==> config.mk <==
export PLATFORM = sky130hd
export DESIGN_NAME = uart_tx_fifo
export DESIGN_NICKNAME = d
export VERILOG_FILES = /design/src/rtl/uart_tx_fifo.sv
export SDC_FILE = /design/constraint.sdc
export NUM_CORES = 1
export LEC_CHECK = 0
export ABC_AREA = 1
export BUFFER_PORTS_ARGS = -buffer_cell sky130_fd_sc_hd__buf_2
export CAP_MARGIN = 20
export CELL_PAD_IN_SITES_DETAIL_PLACEMENT = 0
export CELL_PAD_IN_SITES_GLOBAL_PLACEMENT = 1
export CORE_MARGIN = 2
export CORE_UTILIZATION = 40
export DETAILED_ROUTE_END_ITERATION = 7
export PLACE_DENSITY_LB_ADDON = 0.1
export SLEW_MARGIN = 20
export SYNTH_ARGS = -nofsm -noshare
export SYNTH_HDL_FRONTEND = slang
export SYNTH_SLANG_ARGS = --single-unit
==> constraint.sdc <==
create_clock -name clk -period 2.45 [get_ports clk]
set_input_delay 0.245 -clock clk [delete_from_list [all_inputs] [get_ports clk]]
set_output_delay 0.245 -clock clk [all_outputs]
set_load 0.02 [all_outputs]
==> src/rtl/uart_tx_fifo.sv <==
// Byte FIFO between the core output port and the UART transmitter.
// data_tx is loaded only when a byte is popped in IDLE and stays fixed for the whole frame.
module uart_tx_fifo #(
  parameter int DEPTH_LOG2 = 4
) (
  input  logic                  clk,
  input  logic                  reset,
  input  logic                  push,
  input  logic [7:0]            push_data,
  output logic                  full,
  output logic                  empty,
  output logic [DEPTH_LOG2:0]   count,
  output logic                  overflow,
  input  logic                  tx_ready,
  output logic [7:0]            data_tx,
  output logic                  start_transmit,
  output logic [1:0]            dbg_state
);

  localparam int CW    = DEPTH_LOG2 + 1;
  localparam int DEPTH = 1 << DEPTH_LOG2;
  localparam logic [CW-1:0]         CNT_FULL = CW'(DEPTH);
  localparam logic [CW-1:0]         CNT_ONE  = CW'(1);
  localparam logic [DEPTH_LOG2-1:0] PTR_ONE  = DEPTH_LOG2'(1);

  // Handshake: start_transmit is raised with data_tx valid; the UART accepts it by
  // pulling tx_ready low, and signals frame completion by raising tx_ready again.
  typedef enum logic [1:0] {
    IDLE = 2'd0,
    REQ  = 2'd1,
    SEND = 2'd2
  } state_e;

  state_e                state_q;
  logic [7:0]            mem_q [DEPTH];
  logic [DEPTH_LOG2-1:0] wr_ptr_q, wr_ptr_d;
  logic [DEPTH_LOG2-1:0] rd_ptr_q, rd_ptr_d;
  logic [CW-1:0]         count_q, count_d;
  logic                  overflow_q;
  logic                  start_q;
  logic [7:0]            data_tx_q;
  logic                  push_ok;
  logic                  pop;

  assign full    = (count_q == CNT_FULL);
  assign empty   = (count_q == '0);
  // full is judged on the pre-pop count, so a push while full is dropped even if a pop happens.
  assign push_ok = push && !full;
  assign pop     = (state_q == IDLE) && !empty && tx_ready;

  always_comb begin
    wr_ptr_d = wr_ptr_q;
    rd_ptr_d = rd_ptr_q;
    count_d  = count_q;
    if (push_ok) wr_ptr_d = wr_ptr_q + PTR_ONE;
    if (pop)     rd_ptr_d = rd_ptr_q + PTR_ONE;
    if (push_ok && !pop)      count_d = count_q + CNT_ONE;
    else if (pop && !push_ok) count_d = count_q - CNT_ONE;
  end

  always_ff @(posedge clk) begin
    if (push_ok) mem_q[wr_ptr_q] <= push_data;
  end

  always_ff @(posedge clk) begin
    if (!reset) begin
      wr_ptr_q   <= '0;
      rd_ptr_q   <= '0;
      count_q    <= '0;
      overflow_q <= 1'b0;
    end else begin
      wr_ptr_q <= wr_ptr_d;
      rd_ptr_q <= rd_ptr_d;
      count_q  <= count_d;
      if (push && full) overflow_q <= 1'b1;
    end
  end

  always_ff @(posedge clk) begin
    if (!reset) begin
      state_q   <= IDLE;
      start_q   <= 1'b0;
      data_tx_q <= 8'h00;
    end else begin
      case (state_q)
        IDLE: begin
          if (pop) begin
            data_tx_q <= mem_q[rd_ptr_q];
            start_q   <= 1'b1;
            state_q   <= REQ;
          end
        end
        REQ: begin
          if (!tx_ready) begin
            start_q <= 1'b0;
            state_q <= SEND;
          end
        end
        SEND: begin
          if (tx_ready) state_q <= IDLE;
        end
        default: begin
          start_q <= 1'b0;
          state_q <= IDLE;
        end
      endcase
    end
  end

  assign count          = count_q;
  assign overflow       = overflow_q;
  assign data_tx        = data_tx_q;
  assign start_transmit = start_q;
  assign dbg_state      = state_q;

endmodule

==> impl_metrics.tcl, run 1 <==
set metrics [dict create \
    wirelength_met1_um 7468 \
    antenna_found_initial 0 \
    gr-total-overflow 0 \
    rrSetupSlack_ns 0.23 \
    grtUsageTotal_pct 19.35 \
    num_antenna_cells 0 \
    die_x_um 133.4 \
    yosysMostFrequentCell "nand2_1" \
    post-dp-hpwl_um 10270 \
    vias 4542 \
    ctsHoldBuffers 0 \
    rows 47 \
    clk_pin_slew_ns 0.06 \
    drive_gt1_share_pct 12.67 \
    ant_nets 0 \
    finalNonFillerCells 954 \
    setup_viol_count_final 0 \
    cts.path.max_buffers 2 \
    crit_type "flip-flop to flip-flop" \
    cp_max_fo 6 \
    hold_violations 0 \
    ys_seq_elements 153 \
    arrival_ns 2.50 \
    insertion_delay_ns 0.42 \
    syn-num-nets 702 \
    synth_edf_count 128 \
    max_freq_mhz 449.9 \
    synth_common_cells "nand2_1 (219), edfxtp_1 (128), nand3_1 (93), inv_1 (90), nor2_1 (37)" \
    die_h_um 133.4 \
    route.top_layer_used "met4" \
    ys_seq_area_share_pct 64.90 \
    dp_cells 922 \
    syn_area_sq_um 6694 \
    wl_per_cell_um 16.86 \
    pre_cts_slack_ns 0.1245 \
    rsz0062_at_grt "no" \
    drcViolationCount 0 \
    relSlewSlack_pct 58.74 \
    fin_worst_skew_ns 0.008574 \
    ir_worst_vdd_uv 569.8 \
    total_power_mw 7.934 \
    grt_pass1_vias 4357 \
    synth_top_area_share_pct 57.42 \
    syn_avg_cell_area_sq_um 9.858 \
    core_region_area_sq_um 16470 \
    initial_core_util_pct 40.65 \
    cts_tree "built" \
    syn_to_final_growth_pct 15.83 \
    synthFlopType "edfxtp_1" \
    fill_cells 1564 \
    synthTopCellsByArea "edfxtp_1 (57%), nand2_1 (12%), dfxtp_1 (7.5%), nand3_1 (7.0%), inv_1 (5.0%)" \
    grt_max_degree 45 \
    synthCells 679 \
    cts-root-buf "clkbuf_16" \
    power.density_nw_per_um2 1023 \
    drt_iter0_drc 286 \
    fin_ws_ns 0.2272 \
    fin_tns_setup_ns 0 \
    cts_resized 0 \
    start_kind "flip-flop" \
    min_period_over_period_pct 90.72 \
    finalNetCount 744 \
    post_cts_buffers 0 \
    htree_levels 4 \
    worstHoldPathType "input pin to flip-flop" \
    tightest_slew_ns 0.6166 \
    via_per_inst 4.761 \
    yosysWarningCount 0 \
    power.leakage_nw 3.339 \
    place_congestion 0.8019 \
    async_flop_share_pct 0 \
    cts_buffers 17 \
    dieArea_sq_um 17790 \
    grt_pass1_wl_um 25320 \
    end_kind "flip-flop" \
    cap_violations 0 \
    drtPass1Iterations 4 \
    synth_cell_types 28 \
    crit_required_ns 2.73 \
    maxSlewViolCount 0 \
    synth_top_cell_by_area "edfxtp_1" \
    drt_wl_total_um 16090 \
    wl_met3_um 699 \
    io_buffers 30 \
    status "complete, no violations" \
    boundaryPins 31 \
    period_needed_ns 2.223 \
    dr_wl_met2_um 7708 \
    clock-sinks 153 \
]
[final timing paths]
check	startpoint	to	cells after the start
hold / removal	push	overflow	3
hold reg to reg	overflow	overflow	2
setup reg to reg	count[0]	count[4]	12
setup / recovery	count[0]	count[4]	12
[sequential cells by signal, indices dropped and copies added, names as in the netlist]
name	flops
rd_ptr_q	4
dbg_state	2
data_tx	8
wr_ptr_q	4
count	5
overflow	1
mem_q	128
start_transmit	1
[power by group]
part | total, mW | switching (mW) | internal [mW]
registers | 3.09 | 0.101 | 2.99
logic | 2.04 | 1.42 | 0.621
clock network | 2.80 | 1.01 | 1.79
total | 7.93 | 2.53 | 5.41
[routing by layer]
metal / vias up / track usage (%)
met2: 95 / 31.04
met3: 17 / 3.501
met5: - / 0
met4: 0 / 6.147
li1: 2284 / -
met1: 2146 / 26.88
[kinds of logic after synthesis]
logic type               synth area share [%]
adder cells (fa/ha/maj)                 2.168
AND/OR/NAND/NOR                         22.13
AO/OA/AOI/OAI                           2.243
buffers and inverters                   7.906
flip-flops                              64.90
XOR/XNOR                               0.6542
[per-stage QoR]
step                      utilization [%]  hold slack [ns]  instance area, sq um
after floorplan                         -           0.3439                  6694
after global placement              43.20           0.4502                  7113
after detailed placement            43.20           0.4610                  7113
after CTS                           47.04          0.06769                  7746
after global routing                47.09          0.09984                  7754
final                               47.09          0.08983                  7754
[cells in the final DEF (no fill, tap or decap)]
master,n
a21oi_1,17
and2_1,1
buf_2,30
buf_4,22
bufinv_16,5
clkbuf_1,1
clkbuf_16,17
clkinv_1,4
clkinv_2,3
clkinv_4,1
clkinvlp_4,3
dfxtp_1,22
dfxtp_2,3
edfxtp_1,128
fa_1,1
ha_1,9
ha_2,1
inv_1,90
inv_2,3
nand2_1,218
nand2_2,3
nand3_1,93
nand4_1,2
nor2_1,37
nor2_2,1
nor3_2,1
nor3b_1,1
o211ai_1,1
o21ai_0,9
o21ai_1,1
o21bai_1,1
xnor2_1,1
xor2_1,4
[layout make-up]
cell class	instances	area [sq um]	area share, %
Inverter	95	356.6	4.599
Sequential cell	153	4348	56.08
Clock buffer	18	429.2	5.535
Tap cell	220	275.3	3.550
Clock inverter	14	203.9	2.630
Timing Repair Buffer	52	315.3	4.066
Multi-Input combinational cell	402	1826	23.54
[critical path, cell delays in order, from the launching register on]
cell and delay [ns]:
dfxtp_1 0.34, nor2_2 0.13, nand4_1 0.15, nand2_2 0.15, inv_2 0.08, ha_2 0.21
inv_1 0.12, ha_1 0.28, a21oi_1 0.13, o21ai_0 0.12, and2_1 0.16, o21bai_1 0.12
a21oi_1 0.08
(Power assumes the default switching activity.)
==> inputs of run 2 (changes only) <==
CELL_PAD_IN_SITES_DETAIL_PLACEMENT = not set   (was 0)
CELL_PAD_IN_SITES_GLOBAL_PLACEMENT = not set   (was 1)
CORE_UTILIZATION = 24   (was 40)
PLACE_DENSITY_LB_ADDON = not set   (was 0.1)
==> run 2 against run 1 <==
Sequential share of layout area is 1.8 points lower. First-iteration DRC count rose by 19%. Sequential cell count unchanged. Worst setup slack got worse by 0.033 ns. Combinational power is essentially flat. Clock power barely moved. Final area increased by 3.3%. Core utilization is 18 points lower.
==> impl_metrics.tcl, run 2 (synthesis results as in run 1) <==
set metrics [dict create \
    status "complete, no violations" \
    worstHoldPathType "input pin to flip-flop" \
    fin_tns_setup_ns 0 \
    crit_type "flip-flop to flip-flop" \
    initial_core_util_pct 24.23 \
    post-route-cell-area_sq_um 8010 \
    period_needed_ns 2.256 \
    postPlaceCellArea_sq_um 7343 \
    antenna_found_initial 0 \
    dieArea_sq_um 29240 \
    htree_levels 4 \
    cp_max_fo 6 \
    drive_gt1_share_pct 13.13 \
    cts.path.max_buffers 2 \
    setup_viol_count_final 0 \
    grt_pass1_vias 4439 \
    drcViolationCount 0 \
    hold_violations 0 \
    grtUsageTotal_pct 11.12 \
    power.density_nw_per_um2 988.7 \
    num_antenna_cells 0 \
    tightest_slew_ns 0.7248 \
    final_cell_mix "nand2_1 (218), edfxtp_1 (128), nand3_1 (93)" \
    core_region_area_sq_um 27630 \
    wl_per_cell_um 13.84 \
    hold_slack_ns 0.09506 \
    grt_pass1_wl_um 24230 \
    die_h_um 171.0 \
    route.top_layer_used "met4" \
    ir_worst_vdd_uv 471.5 \
    clk_pin_slew_ns 0.06 \
    fin_worst_skew_ns 0.007839 \
    power.leakage_nw 3.380 \
    clock-sinks 153 \
    cts_tree "built" \
    maxSlewViolCount 0 \
    mostFrequentLayoutCell "nand2_1" \
    pre_cts_slack_ns 0.1325 \
    end_kind "flip-flop" \
    wl_met3_um 686 \
    min_period_over_period_pct 92.07 \
    crit_required_ns 2.73 \
    drtPass1Iterations 5 \
    gr-total-overflow 0 \
    dr_wl_met2_um 7274 \
    relSlewSlack_pct 51.38 \
    rows 61 \
    boundaryPins 31 \
    io_buffers 30 \
    regMostFlops "mem_q" \
    vias 4595 \
    cts_buffers 17 \
    grt_max_degree 67 \
    largest_reg_flops 128 \
    die_x_um 171.0 \
    wirelength_met1_um 7364 \
    start_kind "flip-flop" \
    max_freq_mhz 443.3 \
    insertion_delay_ns 0.42 \
    post-dp-hpwl_um 9446 \
    via_per_inst 4.114 \
    total_power_mw 7.920 \
    drt_wl_total_um 15450 \
    arrival_ns 2.54 \
    cts-root-buf "clkbuf_16" \
    cap_violations 0 \
    place_congestion 0.7645 \
    syn_to_final_growth_pct 19.66 \
    drt_iter0_drc 341 \
    fin_ws_ns 0.1942 \
    finalNetCount 749 \
    ant_nets 0 \
]
-- run 2: what timing repair did --
item                                    in CTS  in global routing
endpoints found under the setup margin       0                  2
hold endpoints to repair                     0                  0
hold buffers                                 0                  0
resized for setup                            0                  3
setup buffers                                0                  4
-- run 2: final cells by class --
class	count	area [sq um]
Clock inverter	14	202.7
Clock buffer	18	429.2
Sequential cell	153	4345
Fill cell	2913	19620
Inverter	95	356.6
Tap cell	378	473.0
Multi-Input combinational cell	402	1826
Timing Repair Buffer	57	377.9
-- run 2: stage by stage --
stage	util (%)	cells
2_1_floorplan	-	679
3_3_place_gp	26.58	1081
3_5_place_dp	26.58	1081
4_1_cts	28.87	1113
5_1_grt	28.99	1117
6_report	28.99	1117
-- run 2: final timing paths --
kind / start / to / slack, ns / cells past startpoint
setup / recovery: count[0] / count[4] / 0.19 / 12
hold / removal: tx_ready / start_transmit / 0.1 / 3
setup reg to reg: count[0] / count[4] / 0.19 / 12
hold reg to reg: overflow / overflow / 0.47 / 2
-- run 2: critical path, cell delays in order (launching register included) --
cell and delay (ns):
dfxtp_1 0.34, nor2_2 0.13, nand4_1 0.19, nand2_2 0.18, inv_2 0.08, ha_2 0.22
inv_2 0.08, ha_1 0.26, a21oi_1 0.13, o21ai_0 0.13, and2_1 0.16, o21bai_1 0.12
a21oi_1 0.07
-- run 2: layer usage --
layer	GRT usage (%)	up-vias
met5	0	-
met4	3.464	0
met3	2.706	9
met2	18.04	92
met1	14.63	2202
li1	-	2292
-- run 2: power breakdown --
group	total (mW)	leakage, nW	switching [mW]	internal [mW]
logic	2.02	1.71	1.36	0.656
registers	3.09	1.36	0.0981	2.99
clock network	2.82	0.309	1.02	1.80
total	7.92	3.38	2.48	5.44
